$ cat src/rtl/cpu_types_pkg.sv
// Shared CPU types: machine word, nop encoding and the fetch FSM encoding.
package cpu_types_pkg;

    localparam int unsigned WORD_W = 32;

    typedef logic [WORD_W-1:0] word_t;

    localparam word_t NOP_INSTR = 32'h0;

    typedef enum logic [1:0] {
        FETCH = 2'd0,
        DRAIN = 2'd1,
        HALT  = 2'd2
    } fetch_state_t;

    function automatic word_t next_pc(input word_t pc);
        return pc + 32'd4;
    endfunction

endpackage

$ cat src/rtl/if_id_latch.sv
// IF/ID pipeline register: bubble beats load, load beats hold.
module if_id_latch
    import cpu_types_pkg::*;
(
    input  logic  clk,
    input  logic  nrst,
    input  logic  load,
    input  logic  bubble,
    input  word_t instr,
    input  word_t npc,
    input  word_t pc,
    output word_t instr_out,
    output word_t npc_out,
    output word_t pc_out,
    output logic  valid_out
);

    always_ff @(posedge clk) begin
        if (!nrst || bubble) begin
            instr_out <= NOP_INSTR;
            npc_out   <= '0;
            pc_out    <= '0;
            valid_out <= 1'b0;
        end else if (load) begin
            instr_out <= instr;
            npc_out   <= npc;
            pc_out    <= pc;
            valid_out <= 1'b1;
        end
    end

endmodule

$ cat src/rtl/stage_if.sv
// Instruction fetch stage: PC, redirect/drain FSM and the IF/ID register.
module stage_if
    import cpu_types_pkg::*;
#(
    parameter word_t PC_INIT = 32'h00000000
) (
    input  logic  CLK,
    input  logic  nRST,
    input  logic  ihit,
    input  word_t imemload,
    output logic  imemREN,
    output word_t imemaddr,
    input  logic  stall,
    input  logic  flush,
    input  logic  redirect_en,
    input  word_t redirect_pc,
    input  logic  halt_in,
    output word_t imemload_out,
    output word_t npc_out,
    output word_t pc_out,
    output logic  valid_out
);

    fetch_state_t state, state_next;
    word_t        pc, pc_next;
    word_t        tgt, tgt_next;
    word_t        npc;
    logic         load, bubble;

    assign npc      = next_pc(pc);
    assign imemREN  = (state != HALT);
    assign imemaddr = pc;

    always_comb begin
        state_next = state;
        pc_next    = pc;
        tgt_next   = tgt;
        load       = 1'b0;
        bubble     = 1'b0;
        case (state)
            FETCH: begin
                if (halt_in) begin
                    state_next = HALT;
                    bubble     = 1'b1;
                end else if (redirect_en && ihit) begin
                    pc_next = redirect_pc;
                    bubble  = 1'b1;
                end else if (redirect_en) begin
                    // Hold pc so the outstanding miss completes on its own address.
                    tgt_next   = redirect_pc;
                    state_next = DRAIN;
                    bubble     = 1'b1;
                end else if (stall) begin
                    bubble = 1'b0;
                end else if (ihit) begin
                    load    = 1'b1;
                    pc_next = npc;
                end else begin
                    bubble = 1'b1;
                end
            end
            DRAIN: begin
                bubble = 1'b1;
                if (redirect_en) begin
                    tgt_next = redirect_pc;
                end
                if (halt_in) begin
                    state_next = HALT;
                end else if (ihit) begin
                    pc_next    = redirect_en ? redirect_pc : tgt;
                    state_next = FETCH;
                end
            end
            HALT: begin
                bubble = 1'b1;
            end
            default: begin
                state_next = FETCH;
                bubble     = 1'b1;
            end
        endcase
        if (flush) begin
            bubble = 1'b1;
        end
    end

    always_ff @(posedge CLK) begin
        if (!nRST) begin
            state <= FETCH;
            pc    <= PC_INIT;
            tgt   <= '0;
        end else begin
            state <= state_next;
            pc    <= pc_next;
            tgt   <= tgt_next;
        end
    end

    if_id_latch u_if_id_latch (
        .clk       (CLK),
        .nrst      (nRST),
        .load      (load),
        .bubble    (bubble),
        .instr     (imemload),
        .npc       (npc),
        .pc        (pc),
        .instr_out (imemload_out),
        .npc_out   (npc_out),
        .pc_out    (pc_out),
        .valid_out (valid_out)
    );

endmodule
$ cat config.mk
export PLATFORM = sky130hd
export DESIGN_NAME = stage_if
export DESIGN_NICKNAME = d
export VERILOG_FILES = /design/src/rtl/cpu_types_pkg.sv /design/src/rtl/if_id_latch.sv /design/src/rtl/stage_if.sv
export SDC_FILE = /design/constraint.sdc
export NUM_CORES = 1
export LEC_CHECK = 0
export ABC_CLOCK_PERIOD_IN_PS = 4700
export CAP_MARGIN = 10
export CORE_ASPECT_RATIO = 1.2
export CORE_MARGIN = 2
export CORE_UTILIZATION = 35
export DETAILED_ROUTE_END_ITERATION = 7
export PLACE_DENSITY = 0.67
export SYNTH_ARGS = -nofsm -noshare
export SYNTH_HDL_FRONTEND = slang
export SYNTH_SLANG_ARGS = --single-unit
$ cat constraint.sdc
create_clock -name CLK -period 4.7 [get_ports CLK]
set_input_delay 0.705 -clock CLK [delete_from_list [all_inputs] [get_ports CLK]]
set_output_delay 0.705 -clock CLK [all_outputs]
set_load 0.05 [all_outputs]
# After elaboration in Yosys (flattened, before gate mapping)
# Cells that the tools add are included.
# Widths: inputs -> output; s select.
dict set report totals {
  ff_bits 163
  output_inout_bits 130
}
dict set report op_classes {
  add_sub_neg 1
  n_reduce_logical 8
  n_eq_ne 13
  mux 31
  n_bitwise 1
}
# op count
set op_table {}
lappend op_table {{$mux 32} 10}
lappend op_table {{$pmux 32 s2} 2}
lappend op_table {{$add 32x3->32 const B} 1}
lappend op_table {{$ne 3x3->1 const B} 6}
lappend op_table {{$mux 1} 13}
lappend op_table {{$mux 2} 5}
lappend op_table {{$ne 2x2->1 const B} 5}
lappend op_table {{$reduce_and 7->1} 1}
lappend op_table {{$pmux 2 s3} 1}
lappend op_table {{$reduce_and 4->1} 1}
lappend op_table {{$reduce_and 3->1} 1}
lappend op_table {{$eq 2x1->1 const B} 1}
lappend op_table {{$eq 2x2->1 const B} 1}
lappend op_table {{$logic_not 2->1} 1}
lappend op_table {{$reduce_bool 2->1} 1}
lappend op_table {{$logic_and 1x1->1} 1}
lappend op_table {{$logic_not 1->1} 1}
lappend op_table {{$logic_or 1x1->1} 1}
lappend op_table {{$not 1->1} 1}

# Depth between registers and ports, before layout
dict set report depth {
  ltp_word 8
  ltp_mapped 8
}

# Cells and area by module
# From an unflattened synthesis, not the netlist that was laid out.
dict set report hier_totals {
  hier_cells 816
  area_unflattened_um2 7284.5
}
# module seq_area_each_um2 area_each_um2 n_inst cells_per_inst
set modules_own_cells {}
lappend modules_own_cells {stage_if 1321.3 3841.2 1 502}
lappend modules_own_cells {if_id_latch 1941.9 3443.3 1 314}

# Worst setup path after synthesis
# No wires, ideal clock.
dict set report synth_path {
  kind {flip-flop to flip-flop}
  startpoint {register pc[2] (netlist: imemaddr[2])}
  endpoint {register pc[26] (netlist: imemaddr[26])}
  path_buffers 0
  t_arrival_ns 2.252
  setup_ns 0.122
  synth_period_minus_slack_ns 2.374
  path_slack_ns 2.326
  path_stages_with_launch 7
  required_ns 4.578
  cell_sequence {dfxtp_1 -> ha_1 -> and4_1 -> nand4_1 -> nor4_1 -> nor2_1 -> a221o_1}
}
dict set report synth_via {
  elab_chain_len 7
}
# element line_no
set synth_rtl {}
lappend synth_rtl {{start, declared} stage_if.sv:25} ;# word_t pc, pc_next;
lappend synth_rtl {{start signal, assigned} stage_if.sv:94} ;# pc <= pc_next;
lappend synth_rtl {{$add 32x3->32} cpu_types_pkg.sv:17} ;# return pc + 32'd4;
lappend synth_rtl {{$mux 32} stage_if.sv:55} ;# end else if (ihit) begin
lappend synth_rtl {{$mux 32} stage_if.sv:53} ;# end else if (stall) begin
lappend synth_rtl {{$mux 32} stage_if.sv:48} ;# end else if (redirect_en) begin
lappend synth_rtl {{$mux 32} stage_if.sv:45} ;# end else if (redirect_en && ihit) begin
lappend synth_rtl {{$mux 32} stage_if.sv:42} ;# if (halt_in) begin
lappend synth_rtl {{$pmux 32 s2} stage_if.sv:40} ;# case (state)
# Every way passes these cells. The select of a mux whose other input is x is not followed.
# A chain may end at the register's enable or synchronous reset.

# Worst setup path after layout
dict set report layout_path {
  startpoint {input redirect_en}
  endpoint {register u_if_id_latch.npc_out[9]}
}
dict set report layout_via {
  elab_chain_len 6
  word_cells_on_any_way 11
}
# element line_no
set layout_rtl {}
lappend layout_rtl {{start, declared} stage_if.sv:15} ;# input logic redirect_en,
lappend layout_rtl {{$mux 1 or $logic_and 1x1->1 (tied branches)} {stage_if.sv:48, stage_if.sv:45}}
lappend layout_rtl {{$mux 1} stage_if.sv:45}
lappend layout_rtl {{$mux 1} stage_if.sv:42}
lappend layout_rtl {{$mux 1} stage_if.sv:40}
lappend layout_rtl {{$mux 1} stage_if.sv:82} ;# if (flush) begin
lappend layout_rtl {{$logic_or 1x1->1} if_id_latch.sv:19} ;# if (!nrst || bubble) begin
lappend layout_rtl {{end signal, assigned} if_id_latch.sv:26} ;# npc_out <= npc;
lappend layout_rtl {{end, declared} if_id_latch.sv:13} ;# output word_t npc_out,
# Several ways; a longest one is shown, not always the timed one.

==> results_dict.tcl <==
set metrics [dict create \
    cp-start-kind "input port" \
    crit_arrival_ns 3.27 \
    crit_fanout 75 \
    cts_tree "done" \
    cp_slowest_cell "clkdlybuf4s50_1" \
    r2r_cells 6 \
    nFillCells 1947 \
    synth_most_common_cell "nand2_1" \
    critPathKind "in -> reg" \
    core_area_mm2 0.0196 \
    hold_slack_ns 0.452 \
    dp_slack_ns 1.38 \
    cts.repair.resized 0 \
    gr-usage-all-layers_pct 20.6 \
    yosys_warnings 0 \
    internal_power_mw 2.29 \
    setup_ws_ns 1.76 \
    cts_htree_levels 4 \
    place_congestion 0.841 \
    antenna_found_initial 0 \
    slew_violations 0 \
    final_cell_count_no_fill 1317 \
    outcome "finished, final reports clean" \
    final_area_mm2 0.00972 \
    drt-pass1-iter-count 5 \
    ys_seq_area_share_pct 45.8 \
    synth-edff-count 0 \
    synth.top_cell.area_share_pct 45.8 \
    clk_pin_slew_ns 0.06 \
    synthFlopType "dfxtp_1" \
    synthTopCellsByArea "dfxtp_1 46%, nand2_1 12%, a21oi_1 9.9%" \
    setup_tns_ns 0 \
    leakage_nw 3.10 \
    via_per_inst 5.28 \
    swShare_pct 25.4 \
    clk_latency_ns 0.43 \
    regArea_mm2 0.00322 \
    comb_power_share_pct 10.4 \
    max_freq_mhz 341 \
    fin_worst_skew_ns 0.00750 \
    worst_pin_slew_ns 1.19 \
    ctsHoldBuffers 0 \
    postCtsSetupBuffers 0 \
    power.share.clock_pct 42.8 \
    max_stage_delay_ns 0.72 \
    synth_area_leader_cell "dfxtp_1" \
    num_vias 6959 \
    pwr-share-seq_pct 46.7 \
    yosysUniqueCellTypes 59 \
    diodes 0 \
    period_minus_slack_ns 2.94 \
    grt_pass1_vias 6265 \
    fin_nets 1115 \
    io_pins 201 \
    synth.net_count 967 \
    syn2layout_area_growth_pct 38.0 \
    grt_max_degree 76 \
    relSlewSlack_pct 20.9 \
    p_sw_mw 0.780 \
    place_inst 1285 \
    dp_hpwl_um 16000 \
    required_ns 5.03 \
    cap_violations 0 \
    cts_made_buffers 17 \
    dpl_cell_area_mm2 0.00916 \
    layout-drive-gt1-share_pct 5.78 \
    wl_um 22300 \
    rsz0062_at_grt "no" \
    dieHeight_um 159 \
    antenna_left 0 \
    hold_violations 0 \
    utilization_pct 49.5 \
    cts_root_buf "clkbuf_16" \
    syn_area_per_cell_um2 7.87 \
    clock_sinks 161 \
    wire_per_inst_um 16.9 \
    multi_input_area_mm2 0.00348 \
    cp-end-kind "flop" \
    drtIter0Drc 505 \
    setup_viol 0 \
    start_util_pct 35.9 \
    clock_path_buffers 2 \
    rows 56 \
    hold_class "reg -> reg" \
    syn_area_mm2 0.00704 \
    grt_first_pass_wirelength_um 35200 \
    critical_path.cell_chain "clkdlybuf4s50_1, or2_1, or4_2, buf_4, a211oi_1" \
    ys_seq_elements 161 \
    power-per-cell-area_mw_per_mm2 316 \
    synthCells 895 \
    synthArstFlopShare_pct 0 \
    drc 0 \
    yosys-top-cells-count "219 x nand2_1, 161 x dfxtp_1, 139 x a21oi_1, 55 x clkbuf_1, 42 x o21ai_0" \
    hold_depth 2 \
    ir_drop_mv 0.275 \
    port-buffer-count 200 \
    gr-total-overflow 0 \
    dieArea_mm2 0.0213 \
    total_power_mw 3.07 \
    period_share_pct 62.5 \
    die_x_um 133 \
]
## state kept, by name, indices dropped and copies added (netlist names)
| signal | flops |
|---|---|
| u_if_id_latch.pc_out | 32 |
| u_if_id_latch.instr_out | 32 |
| state | 2 |
| tgt | 32 |
| u_if_id_latch.valid_out | 1 |
| imemaddr | 32 |
| u_if_id_latch.npc_out | 30 |
## cell type report
type	count	share of cell area, %
clock inverters	9	0.850
multi-input cells	646	35.8
repair buffers	214	21.8
clock buffers	23	4.92
inverters	3	0.116
well taps	261	3.36
flip-flops and latches	161	33.2
## cell families (layout without fill, tap and decap cells)
group / count (synthesis) / in the layout / share of synthesized area, %
xor+xnor: 28 / 28 / 3.48
fa+ha+maj: 1 / 1 / 0.178
simple gates: 349 / 349 / 22.3
buf+inv: 88 / 249 / 5.31
compound gates: 261 / 261 / 21.9
flops: 161 / 161 / 45.8
mux: 7 / 7 / 1.05
## layout by cell type, fill, tap and decap left out, drive strengths merged, types with 3 or more instances in the layout
cell type      netlist  routed
nand2              219     219
clkdlybuf4s50        0     200
dfxtp              161     161
a21oi              140     140
o21ai               43      43
nor2                35      35
clkbuf              55      23
nand3               22      22
xnor2               21      21
nor3                16      16
buf                 30      14
a211oi              11      11
a221oi              11      11
nor4                10      10
nand4                9       9
a31oi                8       8
xor2                 7       7
o22ai                7       7
and4                 6       6
o21a                 6       6
and3                 6       6
or4                  6       6
clkinv               0       6
o211ai               5       5
nand2b               4       4
and2                 4       4
mux2i                4       4
a22oi                4       4
nor2b                3       3
inv                  3       3
a21o                 3       3
or3                  3       3
mux2                 3       3
a221o                3       3
o221a                3       3
o221ai               3       3
o211a                3       3
## routing by layer
layer	global-route usage (%)	wire length, um
met5	0	0
met1	28.0	9910
met4	6.24	371
met3	4.58	1530
met2	32.8	10500
## worst max-delay path: cells and delay by family
family	cells	cell delay, ns
and+or+nand+nor	2	1.11
AOI/OAI and AO/OA	1	0.30
buffers and inverters	2	1.07
## final timing paths
kind / start / endpoint / slack, ns
setup / recovery: redirect_en / u_if_id_latch.npc_out[9] / 1.76
hold / removal: tgt[18] / tgt[18] / 0.45
setup reg to reg: imemaddr[2] / imemaddr[28] / 2.09
hold reg to reg: tgt[18] / tgt[18] / 0.45
## power by group through the flow
stage	combinational, mW	clock [mW]	sequential [mW]
after floorplan	0.146	0	1.49
after global placement	0.318	0	1.46
after detailed placement	0.320	0	1.47
after CTS	0.322	1.34	1.43
after global routing	0.345	1.41	1.44
final	0.321	1.32	1.44
Note: power is estimated with default switching activity, not from simulation.
